===== src/rtl/four_bit_divider_pkg.sv =====
// Shared definitions for the restoring divider: FSM states and default widths.
package div_pkg;

  typedef enum logic [1:0] {
    ST_IDLE = 2'd0,
    ST_BUSY = 2'd1,
    ST_DONE = 2'd2
  } state_t;

  localparam int DEF_W     = 4;
  localparam int DEF_DW    = 2 * DEF_W;
  localparam int DEF_CNT_W = $clog2(DEF_DW);

endpackage


===== src/rtl/four_bit_divider_div_step.sv =====
// One combinational restoring-division step: shift in a dividend bit, trial-subtract divisor.
module div_step #(
  parameter int W = 4
) (
  input  logic [W:0]   pr,
  input  logic         din,
  input  logic [W-1:0] divisor,
  output logic [W:0]   pr_nxt,
  output logic         q_bit
);

  logic [W+1:0] trial;

  // Full-width compare keeps pr[W] in play even though a restoring remainder never sets it.
  always_comb begin
    trial  = {pr, din};
    q_bit  = (trial >= {2'b00, divisor});
    pr_nxt = q_bit ? (trial[W:0] - {1'b0, divisor}) : trial[W:0];
  end

endmodule


===== src/rtl/four_bit_divider.sv =====
// Iterative unsigned divider, 2*W-bit dividend by W-bit divisor, one quotient bit per cycle.
// Result valid 2*W edges after accept (1 edge for divide-by-zero); held in DONE until out_ready.
module four_bit_divider
  import div_pkg::*;
#(
  parameter int W = DEF_W
) (
  input  logic            CLK,
  input  logic            nrst,
  input  logic            in_valid,
  output logic            in_ready,
  input  logic [2*W-1:0]  dividend,
  input  logic [W-1:0]    divisor,
  output logic            out_valid,
  input  logic            out_ready,
  output logic [2*W-1:0]  quotient,
  output logic [W-1:0]    remainder,
  output logic            div_by_zero
);

  localparam int DW    = 2 * W;
  localparam int CNT_W = $clog2(DW);

  state_t           state_q, state_d;
  logic [CNT_W-1:0] cnt_q, cnt_d;
  logic [DW-1:0]    dvd_q, dvd_d;
  logic [W-1:0]     dvs_q, dvs_d;
  logic [W:0]       pr_q, pr_d;
  logic [DW-1:0]    qacc_q, qacc_d;
  logic [DW-1:0]    quotient_q, quotient_d;
  logic [W-1:0]     remainder_q, remainder_d;
  logic             dbz_q, dbz_d;
  logic             out_valid_q, out_valid_d;

  logic [W:0]       pr_nxt;
  logic             q_bit;

  div_step #(.W(W)) u_step (
    .pr      (pr_q),
    .din     (dvd_q[DW-1]),
    .divisor (dvs_q),
    .pr_nxt  (pr_nxt),
    .q_bit   (q_bit)
  );

  always_comb begin
    state_d     = state_q;
    cnt_d       = cnt_q;
    dvd_d       = dvd_q;
    dvs_d       = dvs_q;
    pr_d        = pr_q;
    qacc_d      = qacc_q;
    quotient_d  = quotient_q;
    remainder_d = remainder_q;
    dbz_d       = dbz_q;
    out_valid_d = out_valid_q;

    case (state_q)
      ST_IDLE: begin
        if (in_valid) begin
          if (divisor != '0) begin
            dvd_d   = dividend;
            dvs_d   = divisor;
            pr_d    = '0;
            qacc_d  = '0;
            cnt_d   = CNT_W'(DW - 1);
            state_d = ST_BUSY;
          end else begin
            quotient_d  = '1;
            remainder_d = dividend[W-1:0];
            dbz_d       = 1'b1;
            out_valid_d = 1'b1;
            state_d     = ST_DONE;
          end
        end
      end
      ST_BUSY: begin
        pr_d   = pr_nxt;
        dvd_d  = {dvd_q[DW-2:0], 1'b0};
        qacc_d = {qacc_q[DW-2:0], q_bit};
        cnt_d  = cnt_q - CNT_W'(1);
        if (cnt_q == '0) begin
          quotient_d  = {qacc_q[DW-2:0], q_bit};
          remainder_d = pr_nxt[W-1:0];
          dbz_d       = 1'b0;
          out_valid_d = 1'b1;
          state_d     = ST_DONE;
        end
      end
      ST_DONE: begin
        if (out_ready) begin
          out_valid_d = 1'b0;
          state_d     = ST_IDLE;
        end
      end
      default: begin
        out_valid_d = 1'b0;
        state_d     = ST_IDLE;
      end
    endcase
  end

  always_ff @(posedge CLK) begin
    if (!nrst) begin
      state_q     <= ST_IDLE;
      cnt_q       <= '0;
      dvd_q       <= '0;
      dvs_q       <= '0;
      pr_q        <= '0;
      qacc_q      <= '0;
      quotient_q  <= '0;
      remainder_q <= '0;
      dbz_q       <= 1'b0;
      out_valid_q <= 1'b0;
    end else begin
      state_q     <= state_d;
      cnt_q       <= cnt_d;
      dvd_q       <= dvd_d;
      dvs_q       <= dvs_d;
      pr_q        <= pr_d;
      qacc_q      <= qacc_d;
      quotient_q  <= quotient_d;
      remainder_q <= remainder_d;
      dbz_q       <= dbz_d;
      out_valid_q <= out_valid_d;
    end
  end

  assign in_ready    = (state_q == ST_IDLE);
  assign out_valid   = out_valid_q;
  assign quotient    = quotient_q;
  assign remainder   = remainder_q;
  assign div_by_zero = dbz_q;

endmodule


===== config.mk =====
export PLATFORM = sky130hd
export DESIGN_NAME = four_bit_divider
export DESIGN_NICKNAME = d
export VERILOG_FILES = /design/src/rtl/four_bit_divider_pkg.sv /design/src/rtl/four_bit_divider_div_step.sv /design/src/rtl/four_bit_divider.sv
export SDC_FILE = /design/constraint.sdc
export NUM_CORES = 1
export LEC_CHECK = 0
export CAP_MARGIN = 5
export CORE_AREA = 4 4 80 74
export DETAILED_ROUTE_END_ITERATION = 8
export DIE_AREA = 0 0 84 78
export PLACE_DENSITY = 0.59
export SLEW_MARGIN = 30
export SYNTH_ARGS = -nofsm -noshare
export SYNTH_HDL_FRONTEND = slang
export SYNTH_HIERARCHICAL = 1
export SYNTH_SLANG_ARGS = --single-unit

===== constraint.sdc =====
create_clock -name CLK -period 3.25 [get_ports CLK]
set_input_delay 0.65 -clock CLK [delete_from_list [all_inputs] [get_ports CLK]]
set_output_delay 0.65 -clock CLK [all_outputs]
set_load 0.01 [all_outputs]

==> impl_results.md, run 1 <==
* Setup slack after layout at 784 ps
* Clock Skew at 5.14 ps
* Core box area at 5130 um2
* Pre-CTS WS at 715 ps
* Hold Path Class: register to register
* FF-to-FF setup slack at 780 ps
* Finished Core Util at 47.1%
* P&R area growth vs syn at 21.6%
* Unique masters post-synth at 34
* Slew HR at 51.3%
* Synthesized area at 1990 um2
* EDFF count, synth at 0
* Num CTS Buffers at 5
* Largest net degree at the start of global routing at 32
* DIE AREA at 6550 um2
* Clk sinks at 43
* Via/cell ratio at 5.10
* Num ports at 31
* Initial antenna violation count at 0
* Switching Fraction at 30.4%
* Fill count at 539
* Slew @ Worst Pin at 728 ps
* Setup Viol. Count Final at 0
* GPL Wtd Cong at 0.747
* Vias in the first global route at 1592
* Internal at 918 uW
* Leak Pwr at 1.02 nW
* Hold buffer count at cts at 0
* Worst reg2reg endpoint: remainder[1]
* Placed wire-length estimate at 2960 um
* Top cell type's share of synthesized area at 43.3%
* Buffers added on ports at 30
* All-layer global routing usage at 14.0%
* 1st-iter DRT viols at 86
* Switch Pwr at 401 uW
* Post-CTS Setup Bufs at 0
* Die Wd at 84 um
* RSZ-0062 raised after global routing: false
* Post-placement cell area at 2330 um2
* Crit Reg-Reg Startpoint: dvd_q[7]
* CTS tree: done
* Buffer levels on the longest clock path at 2
* Area contributors post-synth: dfxtp_1 (43%), nand2_1 (8.1%), o211a_1 (7.0%)
* Inserted Diodes at 0
* Worst vdd ir at 0.274 mV
* CTS root buf: clkbuf_8
* Final Total Pwr at 1.32 mW
* CTS resizes at 0
* Chip height at 78 um
* ANT nets after route at 0
* Vias post-DR at 1668
* Startpoint types: register
* #FFs+latches synth at 43
* DRC viols at 0
* Fmax achieved at 0.406 GHz
* CP arrival at 2660 ps
* Final hold vios at 0
* Post-synth ARST share at 0%
* Design Area, Final at 2420 um2
* Synth warn at 6
* Net Count, Synth at 260
* NumNets Final at 283
* Grt ovf at 0
* Worst-path clk slew at 80 ps
* Row cnt at 25
* Crit. Startpoint: dvd_q[7]
* Yosys top cell by area: dfxtp_1
* Wirelength per Cell at 13.0 um
* Period utilisation layout at 75.9%
* Critical path class: register to register
* Combinational power share at 27.3%
* Max-cap viol count at 0
* Placed cells at 320
* Synth Flop Type: dfxtp_1
* TritonRoute pass-1 iters at 4
* Flop pwr share at 46.8%
* Avg Inst Size Synth at 8.39 um2
* Req. time, crit path at 3440 ps
* Htree depth at 2
* Routed WL at 4250 um
* Slew Limit Fails at 0
* Crit path capture: remainder[1]
* Outcome: complete, no violations
* Fin Hold WS at 467 ps
* Register area share after synthesis at 43.3%
* Post-synthesis instance total at 237
* Final Critical Period at 2470 ps
* Skew-Pair Late Insertion Delay at 290 ps
* Share of layout cells above drive strength 1 at 7.69%
* Non-filler cells, final at 327
* Crit-path max FO at 8
* Highest-count cells in the layout ignoring fill and taps: nand2_1 (43), dfxtp_1 (43), clkdlybuf4s50_1 (30)
* Clock power share at 25.9%
* Initial Util at 38.8%
* Setup total negative slack at 0 ps
* Power Density at 545 nW/um2
* Reg2reg path depth at 10
* Crit end category: register
* First-pass GRT wire length at 7370 um
## synth_stat cells, types with 2 or more instances
| library cell | count |
|---|---|
| a21oi_1 | 11 |
| and3_1 | 2 |
| buf_1 | 2 |
| buf_2 | 7 |
| clkbuf_1 | 9 |
| dfxtp_1 | 43 |
| ha_1 | 6 |
| inv_1 | 11 |
| mux2_2 | 2 |
| nand2_1 | 43 |
| nand3_1 | 21 |
| nor2_1 | 13 |
| nor2b_1 | 2 |
| o211a_1 | 14 |
| o21ai_0 | 26 |
| o22ai_1 | 7 |
## cell type report
type / instances / area, um2 / share of cell area [%]
multi-input cells: 165 / 1010 / 42.0
flip-flops and latches: 43 / 861 / 35.6
repair buffers: 34 / 330 / 13.7
well taps: 67 / 83.8 / 3.47
clock buffers: 6 / 82.6 / 3.41
inverters: 11 / 41.3 / 1.71
clock inverters: 1 / 5.00 / 0.207
## state kept, by name, indices dropped and copies added, names as in the netlist
signal / count
quotient: 8
qacc_q: 7
div_by_zero: 1
pr_q: 5
state_q: 2
dvd_q: 8
out_valid: 1
cnt_q: 3
dvs_q: 4
remainder: 4
## power by group through the flow
stage	combinational (mW)	sequential (mW)	clock [mW]
after global routing	0.406	0.626	0.375
after floorplan	0.248	0.626	0
after global placement	0.360	0.629	0
after CTS	0.365	0.618	0.360
final	0.360	0.617	0.341
after detailed placement	0.363	0.630	0
## worst min-delay path by stage
| stage | start | to | slack [ps] | depth (start not counted) |
|---|---|---|---|---|
| after global routing | qacc_q[6] | qacc_q[6] | 480 | 2 |
| final | dvs_q[1] | dvs_q[1] | 470 | 2 |
| after CTS | dvs_q[3] | dvs_q[3] | 470 | 2 |
| after global placement | dvs_q[3] | dvs_q[3] | 450 | 2 |
| after detailed placement | dvs_q[3] | dvs_q[3] | 450 | 2 |
| after floorplan | dvs_q[1] | dvs_q[1] | 440 | 2 |
## cell families after synthesis
family / count (synthesis) / synth area share (%)
AO/OA/AOI/OAI: 65 / 23.3
multiplexers: 4 / 2.39
AND/OR/NAND/NOR: 87 / 19.4
adder cells (fa/ha/maj): 7 / 4.78
XOR/XNOR: 2 / 0.881
flip-flops: 43 / 43.3
buffers and inverters: 29 / 5.92
## per-layer routing
layer	wire length, um	share of wire [%]	global-route usage [%]
met4	62	1.5	5.31
met2	1860	44	21.4
met5	0	0	0
met3	195	4.6	3.40
met1	2130	50	19.0
## critical path: stages (launching register included)
cell       delay, ps
dfxtp_1          330
inv_1             60
ha_1             120
inv_1             50
fa_1             390
a21o_2           250
a2111oi_4        540
mux2_4           350
nand2_1           60
nand3_1           60
o211a_1          140
Power figures use the tool's default switching activity.
==> inputs of run 2 (changes only) <==
==> constraint.sdc (replaced) <==
create_clock -name CLK -period 2.35 [get_ports CLK]
set_input_delay 0.47 -clock CLK [delete_from_list [all_inputs] [get_ports CLK]]
set_output_delay 0.47 -clock CLK [all_outputs]
set_load 0.01 [all_outputs]
==> run 2 against run 1 <==
Count of clock-buffer cells in the layout unchanged; sequential power increased by 38%; cell area rose by 3.7%; clock power is 59% higher; non-clock buffer count grew 6; critical path type is now register to primary output; largest cell class unchanged; largest power group unchanged.
==> impl_results.md, run 2 (same netlist as run 1, synthesis figures left out) <==
* Worst-path clk slew at 70 ps (about the same)
* Grt ovf at 0 (unchanged)
* Worst vdd ir at 0.364 mV (+33%)
* Fmax achieved at 0.457 GHz
* Highest-count cells in the layout ignoring fill and taps: nand2_1 (43), dfxtp_1 (42), clkdlybuf4s50_1 (30)
* Num ports at 31 (unchanged)
* NumNets Final at 289 (+2.1%)
* Num CTS Buffers at 5 (unchanged)
* Skew-Pair Late Insertion Delay at 290 ps (about the same)
* First-pass GRT wire length at 7190 um (-2.4%)
* Vias post-DR at 1696 (+1.7%)
* Crit end category: primary output
* Row cnt at 25 (unchanged)
* Buffers added on ports at 30 (unchanged)
* Period utilisation layout at 93.1%
* Power Density at 770 nW/um2 (+41%)
* Clk sinks at 43 (unchanged)
* Largest net degree at the start of global routing at 55 (+72%)
* Share of layout cells above drive strength 1 at 10.2% (+2.5 points)
* DRC viols at 0 (unchanged)
* Chip height at 78 um (unchanged)
* RSZ-0062 raised after global routing: false
* CP arrival at 1720 ps (-940 ps)
* All-layer global routing usage at 13.4% (-0.55 points)
* Inserted Diodes at 0 (unchanged)
* Final hold vios at 0 (unchanged)
* Placed wire-length estimate at 2940 um (-0.66%)
* Req. time, crit path at 1880 ps (-1560 ps)
* Critical path class: register to primary output
* Hold Path Class: register to register
* ANT nets after route at 0 (unchanged)
* Initial antenna violation count at 0 (unchanged)
* Slew Limit Fails at 0 (unchanged)
* Fill count at 539 (unchanged)
* Wirelength per Cell at 12.4 um (-4.5%)
* Routed WL at 4130 um (-2.7%)
* Buffer levels on the longest clock path at 2 (unchanged)
* Final Critical Period at 2190 ps
* Initial Util at 38.8% (unchanged)
* CTS resizes at 0 (unchanged)
* Setup Viol. Count Final at 0 (unchanged)
* Startpoint types: register
* Htree depth at 2 (unchanged)
* 1st-iter DRT viols at 64 (-26%)
* Slew @ Worst Pin at 692 ps (-36.2 ps)
* Core box area at 5130 um2 (unchanged)
* Slew HR at 53.9% (+2.6 points)
* Placed cells at 326 (+1.9%)
* Crit-path max FO at 10 (+2)
* Max-cap viol count at 0 (unchanged)
* Non-filler cells, final at 333 (+1.8%)
* GPL Wtd Cong at 0.774 (+3.5%)
* CTS root buf: clkbuf_8
* Commonest non-fill, non-tap cell in the layout: nand2_1
* DIE AREA at 6550 um2 (unchanged)
* Leak Pwr at 1.07 nW (+4.3%)
* TritonRoute pass-1 iters at 4 (unchanged)
* Clock Skew at 3.88 ps (-1.27 ps)
* Die Wd at 84 um (unchanged)
* Vias in the first global route at 1536 (-3.5%)
* Setup total negative slack at 0 ps (unchanged)
* Hold buffer count at cts at 0 (unchanged)
* Outcome: complete, no violations
* Via/cell ratio at 5.09 (-0.15%)
* Post-CTS Setup Bufs at 0 (unchanged)
* CTS tree: done
* P&R area growth vs syn at 26.1%
-- run 2: cell count changes in the layout (fill, tap and decap cells not counted), moves of 2 or more --
cell     delta
buf_12      +2
buf_4       +4
o21ai_0     -3
o21ai_1     +3
-- run 2: worst max-delay path, stage by stage (launching register included) --
cell	delay, ps
dfxtp_1	410
nor2_1	390
clkdlybuf4s50_1	620
-- run 2: final timing paths --
path | startpoint | to | slack [ps] | cells after the start
max | state_q[0] | in_ready | 160 | 2
min | dvd_q[0] | dvd_q[0] | 460 | 2
min reg2reg | dvd_q[0] | dvd_q[0] | 460 | 2
max reg2reg | dvd_q[7] | remainder[1] | 160 | 10
-- run 2: layer usage --
| metal | global-route usage, % | part of all wire, % |
|---|---|---|
| met1 | 18.0 | 50 |
| met2 | 20.9 | 45 |
| met3 | 4.03 | 3.8 |
| met4 | 3.86 | 1.2 |
| met5 | 0 | 0 |
-- run 2: metrics by stage --
stage | util [%] | setup WS (ps) | power, mW | instance area, um2 | hold slack, ps
CTS | 48.8 | 56.3 | 1.95 | 2500 | 466
global placement | 46.8 | 115 | 1.40 | 2400 | 451
detailed placement | 46.8 | 59.0 | 1.40 | 2400 | 454
finish | 48.9 | 161 | 1.93 | 2510 | 463
global route | 48.9 | 6.21 | 2.05 | 2510 | 491
floorplan | - | 16.9 | 1.21 | 1990 | 436
-- run 2: layout make-up --
cell class                 instances  area [um2]  share of cell area [%]
clock inverter                     1        30.0                    1.20
multi-input combinational        165        1020                    40.6
inverter                          11        41.3                    1.65
tap                               67        83.8                    3.34
clock buffer                       6        72.6                    2.89
timing repair buffer              40         400                    16.0
sequential                        43         862                    34.4
-- run 2: power by group --
part	total, mW	internal [mW]	switching [mW]	leakage [nW]
combinational	0.537	0.266	0.271	0.663
clock	0.541	0.311	0.230	0.0513
sequential	0.853	0.804	0.0489	0.353
total	1.93	1.38	0.550	1.07
==> inputs of run 3 (changes only) <==
--- a/config.mk
+++ b/config.mk
@@ -6,12 +6,11 @@
 export NUM_CORES = 1
 export LEC_CHECK = 0
 export CAP_MARGIN = 5
-export CORE_AREA = 4 4 80 74
+export CORE_AREA = 5 5 83 77
 export DETAILED_ROUTE_END_ITERATION = 8
-export DIE_AREA = 0 0 84 78
-export PLACE_DENSITY = 0.59
-export SLEW_MARGIN = 30
+export DIE_AREA = 0 0 88 82
+export PLACE_DENSITY = 0.58
+export SLEW_MARGIN = 10
 export SYNTH_ARGS = -nofsm -noshare
 export SYNTH_HDL_FRONTEND = slang
-export SYNTH_HIERARCHICAL = 1
 export SYNTH_SLANG_ARGS = --single-unit
==> run 3 against run 2 <==
Global-route usage grew 1.2 points; wire length is 19% higher; fmax grew 1.0%; worst setup slack improved by 22 ps; count of clock-buffer cells in the layout down 1; combinational power grew 10%; clock power is 16% lower; utilization is 2.2 points lower; power fell by 1.7%; cell area rose by 2.4%; sequential cell count did not move; clock skew rose by 1.7 ps.
==> impl_results.md, run 3 <==
* Outcome: complete, no violations
* Die Wd at 88 um (+4.8%)
* Fmax achieved at 0.461 GHz (+1.0%)
* Hold buffer count at cts at 0 (unchanged)
* Via/cell ratio at 5.30 (+4.2%)
* Final hold vios at 0 (unchanged)
* Initial Util at 37.8% (-0.91 points)
* Most common cell in the netlist: dfxtp_1
* Placed wire-length estimate at 3590 um (+22%)
* Top cell types by occurrence after synthesis: dfxtp_1 (43), nor2_1 (27), a21oi_1 (19)
* Inserted Diodes at 0 (unchanged)
* Num ports at 31 (unchanged)
* ANT nets after route at 0 (unchanged)
* Fill count at 534 (-0.93%)
* Design Area, Final at 2570 um2 (+2.4%)
* Synth Flop Type: dfxtp_1
* Internal at 1.29 mW (-6.3%)
* Crit-path max FO at 5 (-5)
* Commonest non-fill, non-tap cell in the layout: dfxtp_1
* Initial antenna violation count at 0 (unchanged)
* CTS tree: done
* Routed WL at 4920 um (+19%)
* GPL Wtd Cong at 0.779 (+0.74%)
* Critical path class: register to register
* Area taken by multi-input logic gates at 1050 um2 (+3.2%)
* Combinational power share at 31.2% (+3.4 points)
* Area contributors post-synth: dfxtp_1 (41%), nor2_1 (4.9%), a21oi_1 (4.6%)
* DIE AREA at 7220 um2 (+10%)
* Avg Inst Size Synth at 9.25 um2 (+10%)
* Setup Viol. Count Final at 0 (unchanged)
* Max-cap viol count at 0 (unchanged)
* Chip height at 82 um (+5.1%)
* Yosys top cell by area: dfxtp_1
* Finished Core Util at 46.7% (-2.2 points)
* Top cell type's share of synthesized area at 41.4% (-1.9 points)
* Non-filler cells, final at 335 (+0.60%)
* First-pass GRT wire length at 8150 um (+13%)
* Unique masters post-synth at 49 (+44%)
* #FFs+latches synth at 43 (unchanged)
* Clock Skew at 5.57 ps (+1.70 ps)
* RSZ-0062 raised after global routing: false
* Final Critical Period at 2170 ps (-22.1 ps)
* Post-synth ARST share at 0% (unchanged)
* Worst-path clk slew at 80 ps (about the same)
* Post-placement cell area at 2480 um2 (+3.2%)
* FF/Latch Area at 861 um2 (-0.15%)
* Clock power share at 23.9% (-4.1 points)
* Row cnt at 26 (+4.0%)
* DRC viols at 0 (unchanged)
* Vias in the first global route at 1670 (+8.7%)
* Core box area at 5500 um2 (+7.2%)
* Post-synthesis instance total at 225 (-5.1%)
* Buffer levels on the longest clock path at 2 (unchanged)
* Crit end category: register
* Switching Fraction at 31.8% (+3.4 points)
* Synth warn at 0 (-6)
* Vias post-DR at 1777 (+4.8%)
* Grt ovf at 0 (unchanged)
* CTS root buf: clkbuf_8
* P&R area growth vs syn at 23.4%
* Startpoint types: register
* 1st-iter DRT viols at 117 (+83%)
* Highest-count cells in the layout ignoring fill and taps: dfxtp_1 (43), clkdlybuf4s50_1 (30), nor2_1 (27)
* Fin Hold WS at 458 ps (-4.35 ps)
* Num CTS Buffers at 5 (unchanged)
* Power Density at 739 nW/um2 (-4.0%)
* NumNets Final at 287 (-0.69%)
* Period utilisation layout at 92.2% (-0.94 points)
* Slew @ Worst Pin at 558 ps (-134 ps)
* All-layer global routing usage at 14.6% (+1.2 points)
* Switch Pwr at 604 uW (+10%)
* Buffers added on ports at 30 (unchanged)
* CP arrival at 2400 ps (+680 ps)
* Req. time, crit path at 2590 ps (+710 ps)
* Clk sinks at 43 (unchanged)
* Skew-Pair Late Insertion Delay at 290 ps (about the same)
* Net Count, Synth at 248 (-4.6%)
* Largest net degree at the start of global routing at 39 (-29%)
* Worst vdd ir at 0.314 mV (-14%)
* Wirelength per Cell at 14.7 um (+18%)
* Hold Path Class: register to register
* Register area share after synthesis at 41.4% (-1.9 points)
* Placed cells at 327 (+0.31%)
* Share of layout cells above drive strength 1 at 14.7% (+4.6 points)
* EDFF count, synth at 0 (unchanged)
* Flop pwr share at 44.8% (+0.6 points)
* Setup total negative slack at 0 ps (unchanged)
* Leak Pwr at 0.986 nW (-7.5%)
* Slew HR at 62.8% (+8.9 points)
* Htree depth at 2 (unchanged)
* Synthesized area at 2080 um2 (+4.7%)
* TritonRoute pass-1 iters at 4 (unchanged)
* Slew Limit Fails at 0 (unchanged)
-- run 3: what timing repair did --
action                                 in CTS  in global routing
setup endpoints to repair                   0                  1
endpoints found under the hold margin       0                  0
resized for setup                           0                  2
buffers inserted                            0                  0
-- run 3: kinds of logic (layout without fill, tap and decap cells) --
group,count (synthesis),after routing,synth area share [%]
mux,7,7,3.43
xor+xnor,1,1,0.421
fa+ha+maj,7,7,4.57
simple gates,66,66,14.9
compound gates,74,74,26.8
buf+inv,27,67,8.48
flops,43,43,41.4
-- run 3: final timing paths --
| check | startpoint | slack (ps) | depth (start not counted) | end |
|---|---|---|---|---|
| setup / recovery | dvd_q[7] | 180 | 8 | remainder[0] |
| hold / removal | out_valid | 460 | 2 | out_valid |
| setup reg to reg | dvd_q[7] | 180 | 8 | remainder[0] |
| hold reg to reg | out_valid | 460 | 2 | out_valid |
-- run 3: routing by layer --
| metal | global-route usage [%] | share of wire [%] |
|---|---|---|
| met1 | 20.8 | 51 |
| met2 | 22.0 | 43 |
| met3 | 2.81 | 5.8 |
| met4 | 5.06 | 1.1 |
| met5 | 0 | 0 |
-- run 3: metrics by stage --
| step | worst slack, ps | total power [mW] |
|---|---|---|
| finish | 183 | 1.90 |
| global route | 11.4 | 2.03 |
| CTS | 61.5 | 1.91 |
| detailed placement | 62.7 | 1.46 |
| global placement | 88.4 | 1.45 |
| floorplan | 339 | 1.25 |
-- run 3: final cells by class --
class / count / area share [%]
Multi-Input combinational cell: 155 / 40.9
Sequential cell: 43 / 33.5
Timing Repair Buffer: 47 / 17.2
Tap cell: 70 / 3.41
Clock buffer: 5 / 2.68
Inverter: 12 / 1.75
Clock inverter: 3 / 0.585
-- run 3: power by group through the flow --
stage | Clock (mW) | Sequential (mW) | Combinational, mW
2_1_floorplan | 0 | 0.864 | 0.381
3_3_place_gp | 0 | 0.867 | 0.581
3_5_place_dp | 0 | 0.868 | 0.588
4_1_cts | 0.473 | 0.851 | 0.590
5_1_grt | 0.512 | 0.862 | 0.654
6_report | 0.454 | 0.851 | 0.593
-- run 3: worst max-delay path: stages, from the launching register on --
cell,delay [ps]
dfxtp_1,320
inv_1,70
ha_1,160
inv_1,50
fa_1,390
a21o_1,230
a211o_1,360
a211oi_2,310
o221a_1,230
